--- src/rtl/shift_pkg.sv ---
// ---------------------------------------------------------------------------
// shift_pkg
//   Shared encodings for the pipelined barrel shifter (shift_pipe).
//   Contents:
//     OP_W                       width of the operation selector
//     op_t                       operation selector type
//     OP_SLL/OP_SRL/OP_SRA/OP_ROL  operation encodings
//   OP_ROL only rotates when the build defines SHIFT_ROTATE_EN. Otherwise the
//   encoding still travels through the pipe and produces a zero result.
// ---------------------------------------------------------------------------
package shift_pkg;

    localparam int OP_W = 2;

    typedef logic [OP_W-1:0] op_t;

    localparam op_t OP_SLL = 2'b00;
    localparam op_t OP_SRL = 2'b01;
    localparam op_t OP_SRA = 2'b10;
    localparam op_t OP_ROL = 2'b11;

endpackage

--- src/rtl/shift_stage.sv ---
// ---------------------------------------------------------------------------
// shift_stage
//   One pipeline stage of the barrel shifter. The stage applies a fixed shift
//   of DIST (a power of two) when bit log2(DIST) of the carried shift amount
//   is set, then registers the result. The registered shamt, op and tag
//   travel on to the next stage.
//
//   Build option: SHIFT_ROTATE_EN adds the rotate-left path for OP_ROL.
//   Without it, OP_ROL produces zero and the rotate mux is absent.
//
//   Ports:
//     clock, reset_n   rising-edge clock, asynchronous active-low reset
//     in_valid/ready   upstream handshake
//     in_data/shamt/op/tag   incoming operand and its sideband
//     out_valid/ready  downstream handshake
//     out_data/shamt/op/tag  registered result and its sideband
//
//   Handshake: a transfer happens on a rising edge where valid && ready.
//   The stage is ready when it is empty or when the next stage will take its
//   current item (in_ready = !out_valid || out_ready). Because of this, an
//   empty slot is refilled immediately and bubbles collapse. A stalled stage
//   holds every field unchanged.
// ---------------------------------------------------------------------------
module shift_stage
    import shift_pkg::*;
#(
    parameter int WIDTH = 32,
    parameter int DIST  = 1,
    parameter int TAG_W = 5
) (
    input  logic                     clock,
    input  logic                     reset_n,
    input  logic                     in_valid,
    output logic                     in_ready,
    input  logic [WIDTH-1:0]         in_data,
    input  logic [$clog2(WIDTH)-1:0] in_shamt,
    input  op_t                      in_op,
    input  logic [TAG_W-1:0]         in_tag,
    output logic                     out_valid,
    input  logic                     out_ready,
    output logic [WIDTH-1:0]         out_data,
    output logic [$clog2(WIDTH)-1:0] out_shamt,
    output op_t                      out_op,
    output logic [TAG_W-1:0]         out_tag
);

    localparam int SHW = $clog2(WIDTH);
    localparam int BIT = $clog2(DIST);

    logic             valid_q;
    logic [WIDTH-1:0] data_q;
    logic [SHW-1:0]   shamt_q;
    op_t              op_q;
    logic [TAG_W-1:0] tag_q;
    logic [WIDTH-1:0] shifted;
    logic             step;

    assign step = in_shamt[BIT];

    // An arithmetic shift keeps the MSB, so each stage's MSB still holds the
    // original sign bit. That lets every stage sign-fill from its own input.
    always_comb begin
        shifted = in_data;
        case (in_op)
            OP_SLL: if (step) shifted = in_data << DIST;
            OP_SRL: if (step) shifted = in_data >> DIST;
            OP_SRA: if (step) shifted = $unsigned($signed(in_data) >>> DIST);
`ifdef SHIFT_ROTATE_EN
            OP_ROL: if (step) shifted = {in_data[WIDTH-DIST-1:0], in_data[WIDTH-1 -: DIST]};
`endif
            default: shifted = '0;
        endcase
    end

    assign in_ready = !valid_q || out_ready;

    always_ff @(posedge clock or negedge reset_n) begin
        if (!reset_n) begin
            valid_q <= 1'b0;
            data_q  <= '0;
            shamt_q <= '0;
            op_q    <= '0;
            tag_q   <= '0;
        end else if (in_ready) begin
            valid_q <= in_valid;
            if (in_valid) begin
                data_q  <= shifted;
                shamt_q <= in_shamt;
                op_q    <= in_op;
                tag_q   <= in_tag;
            end
        end
    end

    assign out_valid = valid_q;
    assign out_data  = data_q;
    assign out_shamt = shamt_q;
    assign out_op    = op_q;
    assign out_tag   = tag_q;

endmodule

--- src/rtl/shift_pipe.sv ---
// ---------------------------------------------------------------------------
// shift_pipe
//   Pipelined barrel shifter for the execute path. It provides SLL, SRL and
//   SRA by a variable amount, plus ROL when built with SHIFT_ROTATE_EN.
//   Without that option, op 11 returns zero with normal timing.
//
//   Structure: log2(WIDTH) shift_stage instances. Stage k shifts by 2^k.
//   The latency is log2(WIDTH) cycles and the pipe accepts one item per
//   clock. A sideband tag travels with each result.
//
//   Ports:
//     clock, reset_n   rising-edge clock, asynchronous active-low reset
//     in_valid/in_ready     producer handshake (in_ready = stage-0 ready)
//     in_data, in_shamt, in_op, in_tag   operand, amount, op, sideband tag
//     out_valid/out_ready   consumer handshake
//     out_data, out_tag     result and its tag (held while stalled)
//
//   Handshake: a transfer happens on a rising edge where valid && ready.
//   ready_k = !valid_k || ready_{k+1}, and the last ready is out_ready.
// ---------------------------------------------------------------------------
module shift_pipe
    import shift_pkg::*;
#(
    parameter int WIDTH = 32,
    parameter int TAG_W = 5
) (
    input  logic                     clock,
    input  logic                     reset_n,
    input  logic                     in_valid,
    output logic                     in_ready,
    input  logic [WIDTH-1:0]         in_data,
    input  logic [$clog2(WIDTH)-1:0] in_shamt,
    input  logic [OP_W-1:0]          in_op,
    input  logic [TAG_W-1:0]         in_tag,
    output logic                     out_valid,
    input  logic                     out_ready,
    output logic [WIDTH-1:0]         out_data,
    output logic [TAG_W-1:0]         out_tag
);

    localparam int SHW = $clog2(WIDTH);

    // Index k is the input of stage k. Index SHW is the pipe output.
    logic             s_valid [0:SHW];
    logic             s_ready [0:SHW];
    logic [WIDTH-1:0] s_data  [0:SHW];
    logic [SHW-1:0]   s_shamt [0:SHW];
    op_t              s_op    [0:SHW];
    logic [TAG_W-1:0] s_tag   [0:SHW];

    assign s_valid[0]   = in_valid;
    assign s_data[0]    = in_data;
    assign s_shamt[0]   = in_shamt;
    assign s_op[0]      = in_op;
    assign s_tag[0]     = in_tag;
    assign in_ready     = s_ready[0];
    assign s_ready[SHW] = out_ready;

    for (genvar k = 0; k < SHW; k++) begin : g_stage
        shift_stage #(
            .WIDTH (WIDTH),
            .DIST  (1 << k),
            .TAG_W (TAG_W)
        ) u_stage (
            .clock     (clock),
            .reset_n   (reset_n),
            .in_valid  (s_valid[k]),
            .in_ready  (s_ready[k]),
            .in_data   (s_data[k]),
            .in_shamt  (s_shamt[k]),
            .in_op     (s_op[k]),
            .in_tag    (s_tag[k]),
            .out_valid (s_valid[k+1]),
            .out_ready (s_ready[k+1]),
            .out_data  (s_data[k+1]),
            .out_shamt (s_shamt[k+1]),
            .out_op    (s_op[k+1]),
            .out_tag   (s_tag[k+1])
        );
    end

    assign out_valid = s_valid[SHW];
    assign out_data  = s_data[SHW];
    assign out_tag   = s_tag[SHW];

    // Shamt and op have no consumer once every stage has used them.
    logic unused_tail;
    assign unused_tail = ^{s_shamt[SHW], s_op[SHW]};

endmodule

--- config.mk ---
export PLATFORM = sky130hd
export DESIGN_NAME = shift_pipe
export DESIGN_NICKNAME = d
export VERILOG_FILES = /design/src/rtl/shift_pkg.sv /design/src/rtl/shift_stage.sv /design/src/rtl/shift_pipe.sv
export SDC_FILE = /design/constraint.sdc
export NUM_CORES = 1
export LEC_CHECK = 0
export ABC_AREA = 0
export CAP_MARGIN = 20
export CORE_MARGIN = 4
export CORE_UTILIZATION = 30
export DETAILED_ROUTE_END_ITERATION = 7
export GPL_TIMING_DRIVEN = 0
export SKIP_CTS_REPAIR_TIMING = 1
export SLEW_MARGIN = 0
export SYNTH_ARGS = -nofsm -noshare
export SYNTH_HDL_FRONTEND = slang
export SYNTH_SLANG_ARGS = --single-unit
--- constraint.sdc ---
create_clock -name clock -period 4.5 [get_ports clock]
set_clock_uncertainty 0.05 [all_clocks]
set_input_delay 0.675 -clock clock [delete_from_list [all_inputs] [get_ports clock]]
set_output_delay 0.675 -clock clock [all_outputs]
set_load 0.02 [all_outputs]
# Word-level counts from Yosys, hierarchy flattened
# Cells that the tools add are included.
# word_totals
latch_bits	0
ram_bits	0
out_inout_bits	39
romBits	0
reg_bits	218
n_memories	0
# op_classes
eq_ne	10
n_addsub	0
mux	20
n_mul	0
bitwise_logic	0
div_mod_pow	0
shifts	0
reduce_logical	20
n_lt_le_gt_ge	0
# op_table
cell	n
$pmux W32 S3	5
$mux W32	10
$mux W31	5
$eq A2 B1 Y1 const B	5
$eq A2 B2 Y1 const B	5
$logic_not A2 Y1	5
$reduce_and A2 Y1	5
$logic_not A1 Y1	5
$logic_or A1 B1 Y1	5

# Depth between registers and ports, before layout
# Gate-level depths: netlist of run 1.
# logic_depth
ltp_word	7
depth_mapped	7
depth_no_buf	4

# Hierarchy
# A second synthesis of run 1 with hierarchy kept.
# hier_totals
hier_cells	1493
hier_area_um2	14147.3
# modules_own_cells
mod	area_per_inst_um2	cells_per_inst	n_inst	seq_area_each_um2
shift_stage (g_stage[1].u_stage)	3130.5	344	1	1126.1
shift_stage (g_stage[0].u_stage)	3124.2	350	1	1126.1
shift_stage (g_stage[2].u_stage)	2949.1	321	1	1126.1
shift_stage (g_stage[3].u_stage)	2627.5	278	1	1126.1
shift_stage (g_stage[4].u_stage)	2316.0	200	1	1126.1

# Least setup slack after synthesis of run 1
# Ideal clock, no wire load.
# synth_path
path_type	input-to-output
startpoint	input out_ready
endpoint	output in_ready
stages	2
setup_slack_ns	2.531
arrival_time_ns	1.244
cell_sequence	nand4b_4 > or2_2
# synth_via
elab_chain_cells	5
# synth_lines
element	line	source
start, declared	shift_pipe.sv:36	input logic out_ready,
$logic_or A1 B1 Y1 (5 in series)	shift_stage.sv:75	assign in_ready = !valid_q || out_ready;
end, declared	shift_pipe.sv:30	output logic in_ready,
# No other way between the ends.

# Final worst setup path of run 1
# Same ends and word-level chain as after synthesis.

==> results_dict.tcl, run 1 <==
set metrics [dict create \
    fmax_mhz 336 \
    synth_edf_count 0 \
    placement_rows 70 \
    multi_input_area_um2 5300 \
    hold_viol 0 \
    drt_iter0_drc 724 \
    synthMostInstantiatedCell "dfrtp_1" \
    drive_gt1_share_pct 12.0 \
    period_needed_ns 2.98 \
    ys.flop_type "dfrtp_1" \
    register_area_um2 5200 \
    grt_pass1_vias 9631 \
    synth_top_area_share_pct 46.6 \
    synth-seq-cells 208 \
    gp_congestion 0.924 \
    fillers 3729 \
    synth_area_leader_cell "dfrtp_1" \
    arrival_ns 2.25 \
    syn-instance-count 1181 \
    ys.warnings.count 0 \
    start_util_pct 30.5 \
    drt_pass1_iterations 5 \
    die_h_um 201 \
    synth.area.top_cells "dfrtp_1, nand2_1, o221ai_1" \
    drc_errors 0 \
    slew_violations 0 \
    async_flop_share_pct 100 \
    r2r_slack_ns 2.58 \
    synth_nets 1229 \
    cts_tree "built" \
    worstSetupPathType "input pin to output port" \
    yosysSeqAreaShare_pct 46.6 \
    grt_use_total_pct 15.8 \
    status "finished, final reports clean" \
    routed_wirelength_mm 32.8 \
    post_synth_num_cell_types 50 \
    nets 1342 \
    grt_antenna_before_repair 0 \
    synth_area_um2 11200 \
    avgSynthCellArea_um2 9.47 \
    peakVddDrop_mv 0.274 \
    rsz0062_at_grt "false" \
    cts-root-buf "clkbuf_16" \
    grt_max_degree 123 \
    ant_nets 0 \
    drt-vias-per-instance 5.44 \
    cts.sinks 208 \
    n_antenna_cell 0 \
    wire_per_inst_um 18.4 \
    power.leakage_nw 5.53 \
    dp_hpwl_mm 25.4 \
    tightest_slew_ns 0.688 \
    cts_made_buffers 25 \
    synthToLayoutAreaGrowth_pct 20.8 \
    end_kind "output port" \
    crit_fanout 7 \
    cp-start-kind "input pin" \
    final_util_pct 36.8 \
    clockBufferDepth 3 \
    die-area_um2 40400 \
    gr-total-overflow 0 \
    io_buffer_count 85 \
    pin_count 87 \
    clk_pin_slew_ns 0.06 \
    required_ns 3.77 \
    slew-limit-headroom_pct 52.9 \
    synth_common_cells "dfrtp_1, nand2_1, o21ai_0" \
    h-tree-depth 1 \
    die_x_um 201 \
    setup_viol 0 \
    cap_viol_max_count 0 \
    vias 9688 \
    grt_pass1_wl_mm 53.4 \
    design.core.area_um2 36700 \
    power_density_nw_per_um2 626 \
    period_share_pct 66.2 \
    p_total_mw 8.45 \
    worst_hold_path_type "input pin to asynchronous set/reset pin" \
    clkLatencyLatePin_ns 0.52 \
]
-- path summary, 6_finish.rpt --
path	from	cells past startpoint	to
min in group clock	g_stage[1].u_stage.out_shamt[4]	2	g_stage[2].u_stage.out_shamt[4]
max	out_ready	4	in_ready
max in group asynchronous	reset_n	2	g_stage[0].u_stage.out_op[1]
min reg2reg	g_stage[1].u_stage.out_shamt[4]	2	g_stage[2].u_stage.out_shamt[4]
min	reset_n	1	g_stage[4].u_stage.out_tag[2]
max reg2reg	g_stage[3].u_stage.out_valid	5	g_stage[2].u_stage.out_data[3]
-- kinds of logic after synthesis --
kind of cell	after synthesis	synth area share, %
buf+inv	141	6.03
mux	50	4.78
compound gates	498	31.6
flops	208	46.6
simple gates	282	10.8
xor+xnor	2	0.157
-- metrics by stage --
| stage | instances | hold slack (ns) | worst slack, ns | instance area [um^2] | TNS [ns] |
|---|---|---|---|---|---|
| after global routing | 1780 | 0.138 | 1.48 | 13500 | 0 |
| after CTS | 1780 | 0.111 | 1.51 | 13500 | 0 |
| after detailed placement | 1735 | 0.402 | 1.51 | 12600 | 0 |
| after floorplan | 1181 | 0.329 | 2.53 | 11200 | 0 |
| after global placement | 1734 | 0.402 | -5.93 | 12600 | -1227.60 |
| final | 1780 | 0.0957 | 1.52 | 13500 | 0 |
-- cell type report --
class | count | share of cell area [%]
Buffer | 119 | 4.38
Tap cell | 468 | 4.34
Clock inverter | 10 | 0.955
Multi-Input combinational cell | 832 | 39.3
Clock buffer | 35 | 5.36
Sequential cell | 208 | 38.6
Inverter | 22 | 0.612
Timing Repair Buffer | 86 | 6.54
-- critical path: stages --
cell,delay (ns)
clkdlybuf4s50_1,0.43
nand4b_4,0.24
or2_2,0.35
clkdlybuf4s50_1,0.55
-- registers in the layout, summed over array words and instances (netlist names) --
signal	count
g_stage.u_stage.out_op	8
g_stage.u_stage.out_valid	5
g_stage.u_stage.out_tag	25
g_stage.u_stage.out_shamt	10
g_stage.u_stage.out_data	160
-- metal layers --
layer  track usage (%)  vias to the layer above  part of all wire, %
li1                  -                     4718                    -
met4              5.68                        0                  3.8
met3              1.95                       91                  4.4
met5                 0                        -                    0
met2              26.9                      321                   47
met1              20.8                     4558                   45
-- cell usage in the layout, fill, tap and decap left out, types with 9 or more instances in the layout --
cell	n
dfrtp_1	208
nand2_1	193
clkdlybuf4s50_1	84
o21ai_0	82
a21oi_1	78
o31ai_1	68
o221ai_1	62
buf_2	56
o32ai_1	54
clkbuf_1	47
nor2_1	33
a22o_1	29
clkbuf_16	25
mux2i_1	23
a21o_1	23
inv_1	20
mux2_2	20
nand2b_1	18
o21ai_1	18
a31oi_1	14
o221a_2	14
o2bb2ai_1	13
buf_4	12
a22oi_1	10
a211oi_1	9
-- where the power goes --
group	internal (mW)	leakage, nW	switching [mW]
registers	2.51	2.65	0.669
clock network	1.29	0.426	0.775
logic	1.36	2.46	1.85
total	5.16	5.53	3.29
(Power assumes the default switching activity.)
==> inputs of run 2 (changes only) <==
clock period = 2.6 ns   (was 4.5 ns; I/O delays follow)
==> results_dict.tcl, run 2 (synthesis results as in run 1) <==
set metrics [dict create \
    grt_pass1_vias 9631 \
    grt_use_total_pct 15.8 \
    dp_hpwl_mm 25.4 \
    cts_made_buffers 25 \
    nets 1343 \
    synthToLayoutAreaGrowth_pct 20.9 \
    peakVddDrop_mv 0.474 \
    required_ns 2.16 \
    start_util_pct 30.5 \
    grt_max_degree 123 \
    fmax_mhz 404 \
    io_buffer_count 85 \
    drt-vias-per-instance 5.46 \
    period_share_pct 95.2 \
    power.leakage_nw 5.54 \
    fin_ws_ns 0.126 \
    gr-total-overflow 0 \
    placement_rows 70 \
    status "finished, final reports clean" \
    die_x_um 201 \
    die_h_um 201 \
    ant_nets 0 \
    cpPeakStageDelay_ns 0.55 \
    clkLatencyLatePin_ns 0.52 \
    final_cell_mix "dfrtp_1, nand2_1, clkdlybuf4s50_1" \
    setup_tns_ns 0 \
    slew-limit-headroom_pct 52.4 \
    gp_congestion 0.924 \
    design.core.area_um2 36700 \
    drt_iter0_drc 743 \
    cp-start-kind "flop" \
    end_kind "output port" \
    pin_count 87 \
    h-tree-depth 1 \
    slowest_stage "clkdlybuf4s50_1" \
    vias 9731 \
    design_area_um2 13500 \
    place_ws_ns 0.176 \
    clockBufferDepth 3 \
    rsz0062_at_grt "false" \
    wire_per_inst_um 18.5 \
    routed_wirelength_mm 32.9 \
    cts.sinks 208 \
    crit_fanout 7 \
    setup_viol 0 \
    cap_viol_max_count 0 \
    cts-root-buf "clkbuf_16" \
    drive_gt1_share_pct 12.0 \
    clk_pin_slew_ns 0.06 \
    tightest_slew_ns 0.696 \
    cts_tree "built" \
    grt_pass1_wl_mm 53.4 \
    drc_errors 0 \
    drt_pass1_iterations 7 \
    cp_cell_sequence "nand4b_4, or2_2, clkdlybuf4s50_1" \
    hold_viol 0 \
    n_antenna_cell 0 \
    period_needed_ns 2.47 \
    die-area_um2 40400 \
    placedInstanceArea_um2 12600 \
    worstSetupPathType "flop to output port" \
    arrival_ns 2.03 \
    grt_antenna_before_repair 0 \
    largest_reg_flops 160 \
    worst_hold_path_type "input pin to asynchronous set/reset pin" \
    final_common_cell "dfrtp_1" \
    slew_violations 0 \
    power_density_nw_per_um2 1080 \
]
run 2: per-layer routing:
metal | wire (um) | up-vias | track usage (%) | share of wire (%)
met1 | 14600 | 4540 | 20.8 | 44
met2 | 15500 | 366 | 26.9 | 47
met5 | 0 | - | 0 | 0
met4 | 1290 | 0 | 5.68 | 3.9
met3 | 1510 | 98 | 1.95 | 4.6
li1 | - | 4727 | - | -
run 2: report_power, final:
part	internal, mW	total, mW	switching (mW)	leakage, nW
clock network	2.23	3.57	1.34	0.426
registers	4.34	5.51	1.17	2.65
logic	2.36	5.56	3.20	2.46
total	8.92	14.6	5.71	5.54
run 2: final timing paths:
| path | slack, ns | to | startpoint | cells past startpoint |
|---|---|---|---|---|
| worst max-delay path | 0.13 | in_ready | g_stage[3].u_stage.out_valid | 3 |
| worst min-delay path | 0.41 | g_stage[4].u_stage.out_tag[2] | reset_n | 2 |
| worst max register to register | 0.70 | g_stage[2].u_stage.out_data[3] | g_stage[3].u_stage.out_valid | 5 |
| worst min register to register | 0.41 | g_stage[2].u_stage.out_shamt[4] | g_stage[1].u_stage.out_shamt[4] | 2 |
| max in group asynchronous | 1.09 | g_stage[0].u_stage.out_op[1] | reset_n | 3 |
| min in group clock | 0.41 | g_stage[2].u_stage.out_shamt[4] | g_stage[1].u_stage.out_shamt[4] | 2 |
run 2: critical path, delay by kind of cell, from the launching register on:
kind | cells | cell delay, ns
buffers and inverters | 1 | 0.55
DFF | 1 | 0.44
and+or+nand+nor | 2 | 0.52
run 2: cell type report:
| class | count | area (um^2) |
|---|---|---|
| multi-input cells | 832 | 5300 |
| repair buffers | 87 | 893 |
| well taps | 468 | 586 |
| clock inverters | 10 | 129 |
| clock buffers | 35 | 723 |
| inverters | 22 | 82.6 |
| plain buffers | 119 | 592 |
| flip-flops and latches | 208 | 5210 |
| fillers | 3730 | 23200 |
run 2: through the flow:
stage                     utilization [%]  cells  hold slack, ns  power, mW
after CTS                            36.8   1780          -0.174       14.7
after global routing                 36.8   1781           0.424       15.6
after detailed placement             34.5   1735           0.378       11.1
after global placement               34.4   1734           0.402       11.0
after floorplan                         -   1181          0.0444       8.88
final                                36.8   1781           0.407       14.6
==> inputs of run 3 (changes only) <==
GPL_TIMING_DRIVEN = 1   (was 0)
REMOVE_ABC_BUFFERS = 1   (was unset)
==> results_dict.tcl, run 3 (synthesis results as in run 1) <==
set metrics [dict create \
    status "finished, final reports clean" \
    placedInstanceArea_um2 12500 \
    grt_pass1_vias 9071 \
    pwr-share-seq_pct 39.4 \
    cp_cell_sequence "nand4b_4, or2_2, clkdlybuf4s50_1" \
    routed_wirelength_mm 29.4 \
    clk_pin_slew_ns 0.06 \
    grt_max_degree 61 \
    fmax_mhz 416 \
    nets 1267 \
    power.leakage_nw 5.40 \
    clkPwrFrac_pct 24.6 \
    hold_viol 0 \
    synthToLayoutAreaGrowth_pct 19.0 \
    drive_gt1_share_pct 10.4 \
    design_area_um2 13300 \
    cp_top_family "buffers and inverters" \
    h-tree-depth 1 \
    period_share_pct 92.5 \
    wire_per_inst_um 17.3 \
    cp-start-kind "flop" \
    dp_hpwl_mm 20.2 \
    intPower_mw 8.74 \
    peakVddDrop_mv 0.452 \
    die_h_um 201 \
    clockBufferDepth 3 \
    start_util_pct 30.5 \
    die_x_um 201 \
    instances_no_fill 1704 \
    final_cell_mix "dfrtp_1, nand2_1, clkdlybuf4s50_1" \
    arrival_ns 1.96 \
    place_ws_ns 0.266 \
    cts.sinks 208 \
    slowest_stage "clkdlybuf4s50_1" \
    period_needed_ns 2.40 \
    die-area_um2 40400 \
    cts-root-buf "clkbuf_16" \
    design.core.area_um2 36700 \
    worst_hold_path_type "input pin to asynchronous set/reset pin" \
    fin_ws_ns 0.195 \
    cts_made_buffers 25 \
    slew_violations 0 \
    comb_power_share_pct 36.1 \
    end_kind "output port" \
    cap_viol_max_count 0 \
    largest_reg_flops 160 \
    drt_pass1_iterations 6 \
    power_density_nw_per_um2 1060 \
    drt_iter0_drc 885 \
    placement_rows 70 \
    crit_buf_inv 1 \
    slew-limit-headroom_pct 41.5 \
    required_ns 2.16 \
    final_common_cell "dfrtp_1" \
    drc_errors 0 \
    drt-vias-per-instance 5.50 \
    pin_count 87 \
    setup_viol 0 \
    post-place-cells 1659 \
    cpPeakStageDelay_ns 0.55 \
    grt_pass1_wl_mm 49.2 \
    grt_antenna_before_repair 0 \
    gp_congestion 0.816 \
    crit_fanout 4 \
    fillers 3666 \
    tightest_slew_ns 0.876 \
    ant_nets 0 \
    io_buffer_count 86 \
    grt_use_total_pct 14.1 \
    reg2reg_depth 4 \
    vias 9366 \
    p_sw_share_pct 38.3 \
    p_total_mw 14.2 \
    cp_num_cells 3 \
    gr-total-overflow 0 \
    cts_tree "built" \
    worstSetupPathType "flop to output port" \
    n_antenna_cell 0 \
    setup_tns_ns 0 \
    clkLatencyLatePin_ns 0.52 \
    p_sw_mw 5.43 \
    rsz0062_at_grt "false" \
]
[run 3: cell types whose count changed in the layout (fill, tap and decap cells not counted), moves of 2 or more]
cell      change
buf_4        +23
buf_1         -4
buf_6         -4
buf_2        -56
buf_12        +8
o21ai_4       +2
clkbuf_1     -42
[run 3: final timing paths]
| path | startpoint | end | slack (ns) |
|---|---|---|---|
| min | reset_n | g_stage[4].u_stage.out_data[18] | 0.35 |
| max | g_stage[4].u_stage.out_valid | in_ready | 0.20 |
| min in group clock | g_stage[1].u_stage.out_shamt[4] | g_stage[2].u_stage.out_shamt[4] | 0.41 |
| max in group asynchronous | reset_n | g_stage[1].u_stage.out_data[24] | 1.42 |
| max reg2reg | g_stage[1].u_stage.out_op[0] | g_stage[2].u_stage.out_data[1] | 0.56 |
| min reg2reg | g_stage[1].u_stage.out_shamt[4] | g_stage[2].u_stage.out_shamt[4] | 0.41 |
[run 3: per-layer routing]
metal | vias to the layer above | track usage, % | wire [um]
li1 | 4547 | - | -
met1 | 4535 | 20.9 | 14200
met2 | 234 | 21.7 | 13200
met3 | 50 | 2.16 | 1410
met4 | 0 | 3.22 | 588
met5 | - | 0 | 0
[run 3: power by group through the flow]
stage	Clock, mW	Combinational, mW	Sequential (mW)
floorplan	0	2.92	5.65
global placement	0	5.02	5.59
detailed placement	0	5.11	5.62
CTS	3.56	5.13	5.57
global route	3.71	5.68	5.75
finish	3.48	5.11	5.58
[run 3: layout make-up]
cell class,count,area (um^2),area share [%]
multi-input cells,832,5320,40.0
flip-flops and latches,208,5210,39.1
repair buffers,130,1300,9.75
clock buffers,35,713,5.36
well taps,468,586,4.40
clock inverters,9,103,0.771
inverters,22,82.6,0.620
[run 3: stage by stage]
stage / utilization (%) / hold slack (ns)
5_1_grt: 36.3 / 0.396
2_1_floorplan: - / 0.0444
6_report: 36.3 / 0.347
3_5_place_dp: 34.0 / 0.356
3_3_place_gp: 34.0 / 0.357
4_1_cts: 36.2 / -0.203
